--- config.mk ---
export PLATFORM = sky130hd
export DESIGN_NAME = obi2axi
export DESIGN_NICKNAME = d
export VERILOG_FILES = /design/src/rtl/obi2axi_pkg.sv /design/src/rtl/obi2axi.sv
export SDC_FILE = /design/constraint.sdc
export NUM_CORES = 1
export LEC_CHECK = 0
export ABC_AREA = 0
export CAP_MARGIN = 30
export CORE_MARGIN = 2
export CORE_UTILIZATION = 38
export DETAILED_ROUTE_END_ITERATION = 16
export PLACE_DENSITY_LB_ADDON = 0.12
export SETUP_SLACK_MARGIN = 0.02
export SYNTH_ARGS = -nofsm -noshare
export SYNTH_HDL_FRONTEND = slang
export SYNTH_SLANG_ARGS = --single-unit
--- constraint.sdc ---
create_clock -name m00_axi_aclk -period 6.61 [get_ports m00_axi_aclk]
set_input_delay 0.661 -clock m00_axi_aclk [delete_from_list [all_inputs] [get_ports m00_axi_aclk]]
set_output_delay 0.661 -clock m00_axi_aclk [all_outputs]
set_load 0.03 [all_outputs]
--- src/rtl/obi2axi_pkg.sv ---
// Shared types for the OBI-to-AXI-Lite bridge: FSM state encoding and AXI response codes.
package obi2axi_pkg;

  typedef enum logic [2:0] {
    IDLE,
    WR_REQ,
    WR_RESP,
    RD_REQ,
    RD_DATA,
    OBI_RESP
  } state_t;

  localparam logic [1:0] RESP_OKAY   = 2'b00;
  localparam logic [1:0] RESP_EXOKAY = 2'b01;
  localparam logic [1:0] RESP_SLVERR = 2'b10;
  localparam logic [1:0] RESP_DECERR = 2'b11;

endpackage

--- src/rtl/obi2axi.sv ---
// OBI responder to AXI-Lite manager bridge, one transaction in flight at a time.
// Define OBI2AXI_ERR_EN to report SLVERR/DECERR responses on err_o.
module obi2axi
  import obi2axi_pkg::*;
#(
  parameter int WordSize             = 32,
  parameter int AddrSize             = 32,
  parameter int C_M00_AXI_DATA_WIDTH = 32,
  parameter int C_M00_AXI_ADDR_WIDTH = 32
) (
  input  logic                              m00_axi_aclk,
  input  logic                              m00_axi_areset,
  input  logic                              req_i,
  output logic                              gnt_o,
  input  logic                              we_i,
  input  logic [3:0]                        be_i,
  input  logic [AddrSize-1:0]               addr_i,
  input  logic [WordSize-1:0]               wdata_i,
  output logic                              rvalid_o,
  output logic [WordSize-1:0]               rdata_o,
  output logic                              err_o,
  output logic [C_M00_AXI_ADDR_WIDTH-1:0]   m00_axi_awaddr,
  output logic [2:0]                        m00_axi_awprot,
  output logic                              m00_axi_awvalid,
  input  logic                              m00_axi_awready,
  output logic [C_M00_AXI_DATA_WIDTH-1:0]   m00_axi_wdata,
  output logic [C_M00_AXI_DATA_WIDTH/8-1:0] m00_axi_wstrb,
  output logic                              m00_axi_wvalid,
  input  logic                              m00_axi_wready,
  input  logic [1:0]                        m00_axi_bresp,
  input  logic                              m00_axi_bvalid,
  output logic                              m00_axi_bready,
  output logic [C_M00_AXI_ADDR_WIDTH-1:0]   m00_axi_araddr,
  output logic [2:0]                        m00_axi_arprot,
  output logic                              m00_axi_arvalid,
  input  logic                              m00_axi_arready,
  input  logic [C_M00_AXI_DATA_WIDTH-1:0]   m00_axi_rdata,
  input  logic [1:0]                        m00_axi_rresp,
  input  logic                              m00_axi_rvalid,
  output logic                              m00_axi_rready
);

  if (C_M00_AXI_DATA_WIDTH != WordSize) begin : g_dataWidthCheck
    $error("obi2axi: C_M00_AXI_DATA_WIDTH must equal WordSize");
  end
  if (C_M00_AXI_ADDR_WIDTH != AddrSize) begin : g_addrWidthCheck
    $error("obi2axi: C_M00_AXI_ADDR_WIDTH must equal AddrSize");
  end

  state_t                 r_state;
  state_t                 w_nextState;
  logic [AddrSize-1:0]    r_addr;
  logic [WordSize-1:0]    r_wdata;
  logic [WordSize-1:0]    r_rdata;
  logic [3:0]             r_be;
  logic                   r_we;
  logic                   r_awDone;
  logic                   r_wDone;
  logic                   w_awFire;
  logic                   w_wFire;

  // Address and data channels of a write complete independently, so each
  // valid drops on its own handshake while the state waits for both.
  assign m00_axi_awvalid = (r_state == WR_REQ) && !r_awDone;
  assign m00_axi_wvalid  = (r_state == WR_REQ) && !r_wDone;
  assign m00_axi_bready  = (r_state == WR_RESP);
  assign m00_axi_arvalid = (r_state == RD_REQ);
  assign m00_axi_rready  = (r_state == RD_DATA);
  assign w_awFire        = m00_axi_awvalid && m00_axi_awready;
  assign w_wFire         = m00_axi_wvalid && m00_axi_wready;

  assign m00_axi_awaddr  = r_addr;
  assign m00_axi_araddr  = r_addr;
  assign m00_axi_wdata   = r_wdata;
  assign m00_axi_wstrb   = r_be;
  assign m00_axi_awprot  = 3'b000;
  assign m00_axi_arprot  = 3'b000;

  // Grant is masked by reset so it cannot follow req_i while the bridge is held.
  assign gnt_o    = (r_state == IDLE) && req_i && !m00_axi_areset;
  assign rvalid_o = (r_state == OBI_RESP);
  assign rdata_o  = (rvalid_o && !r_we) ? r_rdata : '0;

`ifdef OBI2AXI_ERR_EN
  logic [1:0] r_resp;
  // Bit 1 of the AXI response distinguishes SLVERR/DECERR from OKAY/EXOKAY.
  assign err_o = rvalid_o && r_resp[1];

  always_ff @(posedge m00_axi_aclk or posedge m00_axi_areset) begin
    if (m00_axi_areset) begin
      r_resp <= RESP_OKAY;
    end else if ((r_state == WR_RESP) && m00_axi_bvalid) begin
      r_resp <= m00_axi_bresp;
    end else if ((r_state == RD_DATA) && m00_axi_rvalid) begin
      r_resp <= m00_axi_rresp;
    end
  end
`else
  logic w_unused;
  assign w_unused = ^{m00_axi_bresp, m00_axi_rresp};
  assign err_o    = 1'b0;
`endif

  always_ff @(posedge m00_axi_aclk or posedge m00_axi_areset) begin
    if (m00_axi_areset) begin
      r_state <= IDLE;
    end else begin
      r_state <= w_nextState;
    end
  end

  always_comb begin
    w_nextState = r_state;
    case (r_state)
      IDLE:     if (req_i) w_nextState = we_i ? WR_REQ : RD_REQ;
      WR_REQ:   if ((r_awDone || w_awFire) && (r_wDone || w_wFire)) w_nextState = WR_RESP;
      WR_RESP:  if (m00_axi_bvalid) w_nextState = OBI_RESP;
      RD_REQ:   if (m00_axi_arready) w_nextState = RD_DATA;
      RD_DATA:  if (m00_axi_rvalid) w_nextState = OBI_RESP;
      OBI_RESP: w_nextState = IDLE;
      default:  w_nextState = IDLE;
    endcase
  end

  always_ff @(posedge m00_axi_aclk or posedge m00_axi_areset) begin
    if (m00_axi_areset) begin
      r_addr   <= '0;
      r_wdata  <= '0;
      r_rdata  <= '0;
      r_be     <= '0;
      r_we     <= 1'b0;
      r_awDone <= 1'b0;
      r_wDone  <= 1'b0;
    end else begin
      if ((r_state == IDLE) && req_i) begin
        r_addr   <= addr_i;
        r_wdata  <= wdata_i;
        r_be     <= be_i;
        r_we     <= we_i;
        r_awDone <= 1'b0;
        r_wDone  <= 1'b0;
      end
      if (w_awFire) r_awDone <= 1'b1;
      if (w_wFire) r_wDone <= 1'b1;
      if ((r_state == RD_DATA) && m00_axi_rvalid) r_rdata <= m00_axi_rdata;
    end
  end

endmodule

==> impl.org, run 1 <==
** Timing
- The worst pin sits at a relative slew slack of a little over a third.
- The worst path uses 47.6% of the clock period.
- After layout, the minimum clock period comes to about 3.1 ns.
- At the pin with the least slew margin, the transition time is 0.968 ns.
- Final hold violation count :: 0
- Total count of max-transition violations in the final report :: 0
- Maximum clock frequency :: ~320 MHz
- Adding up every negative setup slack in the final design gives 0 ns.
- Worst clock skew on the final layout :: a little over 0.007 ns
- Smallest setup slack after layout :: 3.46 ns
- Final setup violation count :: 0
- Unrepaired setup endpoints after global routing :: no

** Power
- Summed over all cells, the static leakage comes to roughly 3 nW.
- Worst-case vdd ir drop :: 0.281 mV
- Power spread over the standard cell area amounts to 530 nW/um^2.

** Layout
- Number of nets in the finished design :: 659
- The number of antenna diodes in the final layout is 0.
- Fraction of final layout cells sized beyond drive strength 1 :: 23.0%
- Util after Layout :: 59.5%
- From synthesis to final layout, the design area changed by 54.5%.

** Synthesis
- After technology mapping, the gate count stands at 336.
- Synth area leader :: sky130_fd_sc_hd__dfrtp_1
- Averaged over all synthesized cells, the footprint is 14.4 sq um.
- FFs w/ async S/R, synth :: 100%
- Number of distinct standard cells referenced by the synthesized netlist :: 33
- Yosys printed 0 warnings.
- Number of enable-type register cells in the synthesized netlist :: 0
- For this run, the register share of the synthesized area comes to between 50 and 60%.
- By area the synthesized netlist is led by sky130_fd_sc_hd__dfrtp_1 (55%), sky130_fd_sc_hd__mux2_2 (19%), sky130_fd_sc_hd__mux2_4 (6.2%).
- Total of flip-flops plus latches after synthesis :: 106
- Most repeated cell in the gate-level netlist after synthesis :: sky130_fd_sc_hd__dfrtp_1
- In the synthesized netlist the dominant register cell turns out to be sky130_fd_sc_hd__dfrtp_1.
- Yosys top cell area share :: 55.0%
- After synthesis, the most frequently instantiated cells are sky130_fd_sc_hd__dfrtp_1 (106), sky130_fd_sc_hd__mux2_2 (82), sky130_fd_sc_hd__buf_4 (39).
- After synthesis the cells add up to roughly 4800 sq um.

** Global route
- Summed over all layers, the global routing overflow is 0.
- Largest net degree at the start of global routing :: 70
- The first global-routing pass estimated roughly 17000 microns of wire.
- Overall Global Routing Usage :: 16.6%
- Number of global-route vias before repair :: 3312
- The number of antenna violations at the first check in global routing was 0.

** Placement
- Post-placement setup slack :: 3.70 ns
- Buffers added on ports :: approximately 250
- Placed wire-length estimate after detailed placement :: between 8000 and 9000 microns
- Gpl congestion :: 0.681

** CTS
- The tree built by TritonCTS fans out to 106 sinks.
- Post-CTS timing repair inserted 0 buffers for setup.
- Clock slew at reported path FFs :: 0.07 ns
- The root buffer cell chosen for the clock tree is sky130_fd_sc_hd__clkbuf_16.
- The longest clock path from root to sink contains 2 buffers.
- The later pin in the worst-skew pair is clocked with a latency of 0.34 ns.
- Number of H-tree branching levels :: 3
- For this design, the CTS-stage hold fixing added 0 buffers.
- TritonCTS built the clock tree.
- After clock tree synthesis, the repair step resized 0 gates.
- Counting the buffers created by CTS gives 9.

** Drt
- The detailed router placed 3263 vias in this run.
- Dividing the detail-routed via count by the number of cells gives 4.51.
- Detailed-router iteration count before antenna repair :: 4
- Total Wirelength :: 11200 microns
- Number of violations reported at the end of detailed-routing iteration 0 :: between 100 and 150
- In the routed design, unresolved DRC markers number 0.
- Antenna-violating nets left :: 0
- WL/cell :: roughly 16 microns

** Worst setup path
- Crit. End Element :: output pin
- The worst setup path is of the flop to output pin kind.
- Register-to-Register Setup Slack :: 4.27 ns
- The startpoint identified for the worst register-to-register timing path is r_state[2].
- Along the worst path, the maximum fanout reaches 32.
- Kind of start point of the critical path :: flop
- Data required, critical path :: slightly below 6 ns
- Beginning of the critical path :: r_state[2]
- Data arrives at the worst endpoint at about 2.5 ns.

** Floorplanning
- Initial standard-cell utilization of the core :: 38.5%
- Floorplan die height :: 117 microns
- After floorplanning, the core was sized to cover 12500 sq um.
- Pin placement for this block handled 259 I/O pins.
- The die covers 13600 sq um.
- The die is 117 microns wide.
- Cell Rows :: 41

** Job
- Count of max-cap constraint violations :: 0

** Hold path
- Start point of the worst min-delay path :: r_rdata[0]
- The worst hold path belongs to the class flop to flop.

** Status
- The run finished with clean final reports.
==> area by class of cell <==
type	count	area [sq um]
Clock buffer	11	243
Clock inverter	5	125
Fill cell	1107	5060
Inverter	2	10.0
Multi-Input combinational cell	177	1710
Sequential cell	106	2650
Tap cell	172	215
Timing Repair Buffer	250	2490
==> worst max-delay path, stage by stage, from the launching register on <==
cell	delay, ns
sky130_fd_sc_hd__dfrtp_1	0.67
sky130_fd_sc_hd__nand2_1	0.16
sky130_fd_sc_hd__nor3_2	0.14
sky130_fd_sc_hd__buf_4	0.29
sky130_fd_sc_hd__and2_1	0.18
sky130_fd_sc_hd__clkdlybuf4s50_1	0.70
==> logic make-up (layout without fill, tap and decap cells) <==
| group | Yosys count | count (layout) | synth area share (%) |
|---|---|---|---|
| AOI/OAI and AO/OA | 12 | 12 | 1.48 |
| DFF | 106 | 106 | 55.0 |
| other | 1 | 7 | 0.0777 |
| buffers and inverters | 59 | 268 | 9.99 |
| and+or+nand+nor | 53 | 53 | 7.44 |
| muxes | 105 | 105 | 26.0 |
==> flip-flops by register name (all words and copies together) (netlist names) <==
name and flops:
r_wDone 1, r_we 1, r_rdata 32, m00_axi_araddr 32
r_awDone 1, m00_axi_wdata 32, m00_axi_wstrb 4, r_state 3
==> routing by layer <==
| layer | global-route usage, % | share of wire (%) | vias up |
|---|---|---|---|
| li1 | - | - | 1518 |
| met1 | 19.7 | 40 | 1593 |
| met2 | 27.4 | 49 | 143 |
| met3 | 6.12 | 9.5 | 9 |
| met4 | 6.59 | 1.3 | 0 |
| met5 | 0 | 0 | - |
==> stage by stage <==
| stage | hold slack (ns) | power [mW] | cells | instance area, sq um |
|---|---|---|---|---|
| CTS | 0.484 | 4.01 | 723 | 7450 |
| floorplan | 0.449 | 2.64 | 342 | 4850 |
| detailed placement | 0.468 | 3.34 | 707 | 7090 |
| global route | 0.511 | 4.16 | 723 | 7450 |
| finish | 0.482 | 3.95 | 723 | 7450 |
| global placement | 0.464 | 3.30 | 707 | 7090 |
==> final timing paths <==
path	endpoint	cells after the start
max	rdata_o[1]	5
min	r_rdata[0]	1
max reg2reg	r_rdata[6]	3
min reg2reg	r_rdata[0]	1
max in group asynchronous	m00_axi_wdata[5]	3
min in group asynchronous	r_awDone	2
==> layout by cell type, fill, tap and decap left out, types with 2 or more instances in the layout <==
cell	netlist	final
sky130_fd_sc_hd__clkdlybuf4s50_1	0	247
sky130_fd_sc_hd__buf_4	39	3
sky130_fd_sc_hd__o22ai_1	2	2
sky130_fd_sc_hd__mux2_2	82	82
sky130_fd_sc_hd__and2_1	34	33
sky130_fd_sc_hd__o21ai_0	4	4
sky130_fd_sc_hd__dfrtp_1	106	106
sky130_fd_sc_hd__mux2i_1	2	2
sky130_fd_sc_hd__conb_1	1	7
sky130_fd_sc_hd__nor2_1	4	4
sky130_fd_sc_hd__bufinv_16	0	4
sky130_fd_sc_hd__clkbuf_16	0	9
sky130_fd_sc_hd__nand2_1	4	4
sky130_fd_sc_hd__a21oi_1	3	3
sky130_fd_sc_hd__mux2_4	20	20
==> report_power, final <==
group,internal (mW),switching [mW]
logic,1.03,1.08
registers,0.980,0.220
clock network,0.418,0.230
(Power assumes the default switching activity.)
==> inputs of run 2 (changes only) <==
==> constraint.sdc (replaced) <==
create_clock -name m00_axi_aclk -period 3.3 [get_ports m00_axi_aclk]
set_input_delay 0.33 -clock m00_axi_aclk [delete_from_list [all_inputs] [get_ports m00_axi_aclk]]
set_output_delay 0.33 -clock m00_axi_aclk [all_outputs]
set_load 0.03 [all_outputs]
==> impl.org, run 2 (synthesized netlist as in run 1, its figures left out) <==
** Status
- The run finished with clean final reports.

** Global route
- The first global-routing pass estimated 17300 microns of wire.
- The number of global-route vias before repair is 3344.
- Global routing used 16.6% of the available tracks.
- Summed over all layers, the global routing overflow is 0.
- The number of antenna violations at the first check in global routing came to 0.
- Largest net degree at the start of global routing :: between 60 and 70

** CTS
- Clock slew at reported path FFs :: 0.07 ns
- Clock tree buffer depth :: 2
- After clock tree synthesis, the repair step resized 0 gates.
- Cts hold-fix bufs :: 0
- The H-tree was split into 3 levels.
- Insertion delay to the later sink of the worst-skew pair :: 0.34 ns
- Buffer type at the clock tree root :: sky130_fd_sc_hd__clkbuf_16
- Counting the buffers created by CTS gives 9.
- Post-CTS timing repair inserted 0 buffers for setup.
- The tree built by TritonCTS fans out to around 110 sinks.
- Clock tree from TritonCTS :: built

** Layout
- Layout Area Growth over Synthesis :: 53.3%
- In the final design database the tool counted 660 nets.
- Once layout is done, the placed cells without fillers occupy 7390 sq um.
- Most frequent cells in the layout :: sky130_fd_sc_hd__clkdlybuf4s50_1 (247), sky130_fd_sc_hd__dfrtp_1 (106), sky130_fd_sc_hd__mux2_2 (82), sky130_fd_sc_hd__and2_1 (33), sky130_fd_sc_hd__mux2_4 (20)
- Leaving out fill and tap cells, the most frequent cell in the layout is sky130_fd_sc_hd__clkdlybuf4s50_1.
- Total inserted antenna cells :: 0
- Cells fill 59.1% of the core in the end.
- Fraction of final layout cells sized beyond drive strength 1 :: 23.2%

** Timing
- The final hold violation count was 0.
- Setup slack on the critical path of the routed design comes to 0.526 ns.
- Total count of max-transition violations in the final report :: 0
- At the pin with the least slew margin, the transition time is 0.561 ns.
- Setup repair after global routing left no endpoint under its margin.
- Setup violations remaining at the end of the flow were counted as 0.
- Static timing analysis puts the maximum clock frequency at between 300 and 400 MHz.
- After layout, the minimum clock period comes to 2.77 ns.
- Measured against its own limit, the worst slew margin works out to between 60% and 70%.
- Final cycle utilization of the critical path :: a little over four fifths
- Worst clock skew on the final layout :: 0.00517 ns
- For the final routed database, the setup TNS stands at 0 ns.

** Drt
- Number of violations reported at the end of detailed-routing iteration 0 :: between 50 and 60
- For this run, design rule violations remaining after detail routing come to 0.
- Dividing the detail-routed via count by the number of cells gives 4.57.
- In this run the remaining antenna-violating nets after routing total 0.
- The first detailed-routing pass ran for 4 iterations.
- For this block, the routed nets add up to 11200 microns of wire.
- The final route contains between 3000 and 4000 vias.
- Dividing the detail-routed wire length by the instance count gives 15.5 microns.

** Floorplanning
- For this design the top-level I/O count stands at around 260.
- The die covers 13600 sq um.
- In this run the horizontal extent of the chip is about 120 microns.
- In this run the vertical extent of the chip is 117 microns.
- For this configuration, the core starts out at a cell density of 38.5%.
- In this run the core area contains 41 standard-cell rows.
- Core Area :: 12500 sq um

** Worst setup path
- Data required, critical path :: 2.97 ns
- The setup check on the worst reg-to-reg path leaves a slack of 1.24 ns.
- The setup path with the least slack is of type flop to output pin.
- Cell at the slowest stage of the critical path :: sky130_fd_sc_hd__clkdlybuf4s50_1
- The worst register-to-register path ends at m00_axi_araddr[25].
- Kind of start point of the critical path :: flop
- STA classifies the critical path endpoint as an output pin.
- Worst Reg-to-Reg Cells :: 4
- Worst endpoint data arrival time :: 2.44 ns
- Worst path cell trace :: nand2_1 -> nor3_2 -> buf_4 -> and2_1 -> clkdlybuf4s50_1
- Startpoint of the worst register-to-register path :: r_state[1]
- Critical Path Fanout Max :: 32
- Biggest cell delay along the critical path :: 0.69 ns
- The critical path contains buffers and inverters numbering 2 combined.
- Top delay family on crit path :: buffers and inverters

** Power
- Worst-case vdd ir drop :: 0.540 mV
- P per Cell Area :: between 1000 and 1500 nW/um^2
- Logic gate share of total power :: a little under three fifths
- Power comes to 7.61 mW.
- Cell internal power was estimated by the tool at 4.54 mW.
- Net switching is 40.4% of the power.
- Sequential cells account for 31.6% of the total power.
- Part of the total power dissipated in the clock network :: 12.8%
- In this run the static leakage power is 3.04 nW.
- The analysis attributes to net switching a power of 3.08 mW.

** Placement
- The congestion estimate from routability-driven global placement came to 0.681.
- Buffers added on ports :: 247
- The HPWL after detailed placement is 8170 microns.
- At the placement stage, the worst setup path has a slack of 0.866 ns.
- After detailed placement, the total cell area comes to 7130 sq um.

** Job
- Count of max-cap constraint violations :: 0

** Hold path
- The tightest min-delay check is of the input port to async pin type.
run 2: cell types whose count changed in the layout (fill, tap and decap cells not counted):
| cell | previous run | this run |
|---|---|---|
| sky130_fd_sc_hd__buf_12 | 0 | 3 |
| sky130_fd_sc_hd__clkbuf_8 | 1 | 0 |
| sky130_fd_sc_hd__clkinv_4 | 0 | 1 |
| sky130_fd_sc_hd__bufinv_16 | 4 | 0 |
| sky130_fd_sc_hd__clkinv_2 | 1 | 5 |
| sky130_fd_sc_hd__buf_4 | 3 | 1 |
run 2: how the worst max path moves through the flow:
stage              startpoint                end  cells after the start
2_1_floorplan  m00_axi_areset  m00_axi_araddr[0]                      1
5_1_grt            r_state[0]        rdata_o[21]                      5
4_1_cts            r_state[0]         rdata_o[1]                      5
3_3_place_gp       r_state[0]        rdata_o[18]                      5
6_report           r_state[0]         rdata_o[1]                      5
3_5_place_dp       r_state[0]        rdata_o[18]                      5
run 2: worst reg2reg max path, stage by stage, from the launching register on:
cell	delay (ns)
sky130_fd_sc_hd__dfrtp_1	0.58
sky130_fd_sc_hd__nand2b_4	0.26
sky130_fd_sc_hd__nor3_4	0.30
sky130_fd_sc_hd__buf_12	0.36
sky130_fd_sc_hd__mux2_2	0.45
run 2: layout make-up:
class,instances,area [sq um]
repair buffers,251,2540
clock inverters,6,33.8
inverters,2,10.0
clock buffers,10,229
well taps,172,215
multi-input cells,177,1710
flip-flops and latches,106,2650
fillers,1074,5120
run 2: power groups by stage:
stage | Clock [mW] | Sequential [mW] | Combinational (mW)
2_1_floorplan | 0 | 3.18 | 2.10
3_3_place_gp | 0 | 2.39 | 4.23
3_5_place_dp | 0 | 2.43 | 4.27
4_1_cts | 1.01 | 2.42 | 4.28
5_1_grt | 1.08 | 2.51 | 4.47
6_report | 0.975 | 2.41 | 4.23
run 2: metrics by stage:
stage | instances | hold WS (ns)
finish | 724 | 0.410
global route | 724 | 0.466
CTS | 724 | 0.421
detailed placement | 708 | 0.482
global placement | 708 | 0.460
floorplan | 342 | 0.449
run 2: per-layer routing:
metal	global-route usage [%]	vias to the layer above	share of wire [%]
met4	6.82	0	2.1
met3	6.59	16	11
met1	18.8	1625	38
met5	0	-	0
met2	28.1	149	50
li1	-	1520	-
==> inputs of run 3 (changes only) <==
--- a/config.mk
+++ b/config.mk
@@ -8,7 +8,7 @@
 export ABC_AREA = 0
 export CAP_MARGIN = 30
 export CORE_MARGIN = 2
-export CORE_UTILIZATION = 38
+export CORE_UTILIZATION = 36
 export DETAILED_ROUTE_END_ITERATION = 16
 export PLACE_DENSITY_LB_ADDON = 0.12
 export SETUP_SLACK_MARGIN = 0.02
==> constraint.sdc (replaced) <==
create_clock -name m00_axi_aclk -period 2.3 [get_ports m00_axi_aclk]
set_input_delay 0.23 -clock m00_axi_aclk [delete_from_list [all_inputs] [get_ports m00_axi_aclk]]
set_output_delay 0.23 -clock m00_axi_aclk [all_outputs]
set_load 0.03 [all_outputs]
==> impl.org, run 3 (synthesized netlist as in run 1, its figures left out) <==
** Status
- The flow ran to the end, and the final reports show no timing, DRC or antenna violations.

** Global route
- The number of global-route vias before repair came to 3453.
- Global routing consumed, over all layers together, 16.3% of the routing resources.
- First-pass GRT wire length :: roughly 18000 microns
- The number of antenna violations at the first check in global routing came to 0.
- The total overflow left after global routing is 0.
- Largest net degree at the start of global routing :: between 40 and 50

** Job
- Count of max-cap constraint violations :: 0

** Floorplanning
- The die covers 14300 sq um.
- Chip width :: approximately 120 microns
- about 260 I/O pins were placed.
- The initialized floorplan defines 42 standard-cell rows.
- Initial standard-cell utilization of the core :: 36.7%
- Floorplan die height :: 120 microns
- The core region is 13100 sq um.

** CTS
- Buffer type at the clock tree root :: sky130_fd_sc_hd__clkbuf_16
- Clock slew at reported path FFs :: 0.07 ns
- At the later pin of the worst-skew pair, clock insertion delay measures 0.35 ns.
- The clock net in this run drives a total of 106 sinks.
- Clock tree buffer depth :: 2
- TritonCTS built the clock tree.
- Buffers inserted during clock tree synthesis total 9.
- Number of H-tree branching levels :: 3
- Buffers inserted to repair hold after CTS numbered 0.

** Layout
- Fill cells :: around 1100
- The multi-input combinational cells in the finished layout cover a total of roughly 1700 sq um.
- Total inserted antenna cells :: 0
- From synthesis to final layout, the design area changed by 53.3%.
- In the final design database the tool counted approximately 670 nets.
- Measured on the finished design, the core utilization comes to 56.3%.
- Post-route standard cell area excluding fillers :: 7400 sq um
- Fraction of final layout cells sized beyond drive strength 1 :: about 30%
- In the layout the commonest cells are sky130_fd_sc_hd__clkdlybuf4s50_1 (212), sky130_fd_sc_hd__dfrtp_1 (106), sky130_fd_sc_hd__mux2_2 (82), sky130_fd_sc_hd__buf_4 (40), sky130_fd_sc_hd__and2_1 (33).
- Commonest non-fill, non-tap cell in the layout :: sky130_fd_sc_hd__clkdlybuf4s50_1
- Area taken by flip-flops and latches :: 2650 sq um

** Timing
- The worst path in the final design needs a cycle of 2.15 ns, including I/O delays and setup.
- Setup violations remaining at the end of the flow were counted as 0.
- Based on the critical path, the design can be clocked at up to 465 MHz.
- In the finished design, the share of the clock period the worst path needs comes to a little over 90%.
- Unrepaired setup endpoints after global routing :: no
- Summed over all failing endpoints, the final setup total negative slack is 0 ns.
- Transition time of the tightest slew-check pin :: 0.529 ns
- Smallest setup slack after layout :: about 0.15 ns
- The final number of max-transition violations was 0.
- Worst clock skew on the final layout :: ~0.0047 ns
- Slew headroom :: 64.7%
- The final hold violation count came to 0.

** Power
- Static leakage :: 3.16 nW
- For this design the ratio of total power to cell area is 1500 nW/um^2.
- IR analysis of the VDD net gives a maximum drop of 0.860 mV.

** Drt
- After detailed routing, the total wire length is 11500 microns.
- DR DRC count :: 0
- After detailed routing, the average wire length per cell comes to around 16 microns.
- For this run, the detailed router's first-pass iteration total came to 4.
- Number of violations reported at the end of detailed-routing iteration 0 :: 91
- Once detail routing completed, the nets flagged for antenna violations numbered 0.
- Vias per Instance :: 4.52
- DR vias :: 3319

** Placement
- Placed wire-length estimate after detailed placement :: about 8600 microns
- Post-placement setup slack :: 0.264 ns
- Buffers added on ports :: around 250
- Gpl congestion :: ~0.8
- Summing all placed instances gives a cell area of 7090 sq um.

** Worst setup path
- In this run the register-to-register setup slack is 0.52 ns.
- Critical Path Fanout Max :: 14
- The startpoint identified for the worst register-to-register timing path is r_state[1].
- The worst setup path is of the flop to output pin kind.
- Crit. End Element :: output pin
- The critical path starts at r_state[1].
- At the worst endpoint, the required time is 2.07 ns.
- The worst register-to-register path has a depth of 5.
- Worst endpoint data arrival time :: 1.92 ns
- The worst setup path is launched from a flop.

** Hold path
- Hold crit path type :: input port to async pin
## run 3: cell types whose count changed in the layout (fill, tap and decap cells not counted), moves of 2 or more
cell                              delta
sky130_fd_sc_hd__buf_4              +39
sky130_fd_sc_hd__clkinv_2            -4
sky130_fd_sc_hd__clkinvlp_4          +3
sky130_fd_sc_hd__dlygate4sd2_1       +2
sky130_fd_sc_hd__clkbuf_8            +2
sky130_fd_sc_hd__clkdlybuf4s50_1    -35
## run 3: worst paths after layout
path	to
worst max-delay path	m00_axi_rready
max in group asynchronous	m00_axi_araddr[15]
min in group m00_axi_aclk	m00_axi_wdata[24]
worst max register to register	r_rdata[1]
worst min register to register	r_rdata[0]
worst min-delay path	m00_axi_wdata[12]
## run 3: final cells by class
| class | count | area share, % |
|---|---|---|
| timing repair buffer | 257 | 33.7 |
| multi-input combinational | 177 | 23.2 |
| clock buffer | 12 | 3.47 |
| clock inverter | 4 | 0.677 |
| sequential | 106 | 35.9 |
| tap | 176 | 2.98 |
| inverter | 2 | 0.152 |
## run 3: report_power, final
| part | internal [mW] | switching [mW] |
|---|---|---|
| Combinational | 2.98 | 3.21 |
| Sequential | 2.82 | 0.553 |
| Clock | 0.902 | 0.668 |
## run 3: repair_timing
action | CTS | global route
pin swaps | 0 | 0
setup endpoints to repair | 2 | 1
resized for setup | 2 | 1
setup buffers | 0 | 0
## run 3: per-layer routing
| layer | track usage, % | share of wire [%] | vias up |
|---|---|---|---|
| met5 | 0 | 0 | - |
| met4 | 5.59 | 1.6 | 0 |
| met3 | 6.65 | 8.7 | 16 |
| met2 | 27.6 | 52 | 140 |
| met1 | 18.6 | 38 | 1627 |
| li1 | - | - | 1536 |
## run 3: worst max-delay path: stages, from the launching register on
cell	delay (ns)
sky130_fd_sc_hd__dfrtp_1	0.42
sky130_fd_sc_hd__buf_4	0.21
sky130_fd_sc_hd__nor3b_4	0.22
sky130_fd_sc_hd__clkdlybuf4s50_1	0.73
## run 3: stage by stage
stage               power [mW]  cells  hold slack, ns
floorplan                 7.57    342           0.365
global placement          9.55    718           0.461
detailed placement        9.66    718           0.476
CTS                       11.3    734           0.358
global route              11.7    734           0.410
finish                    11.1    734           0.363
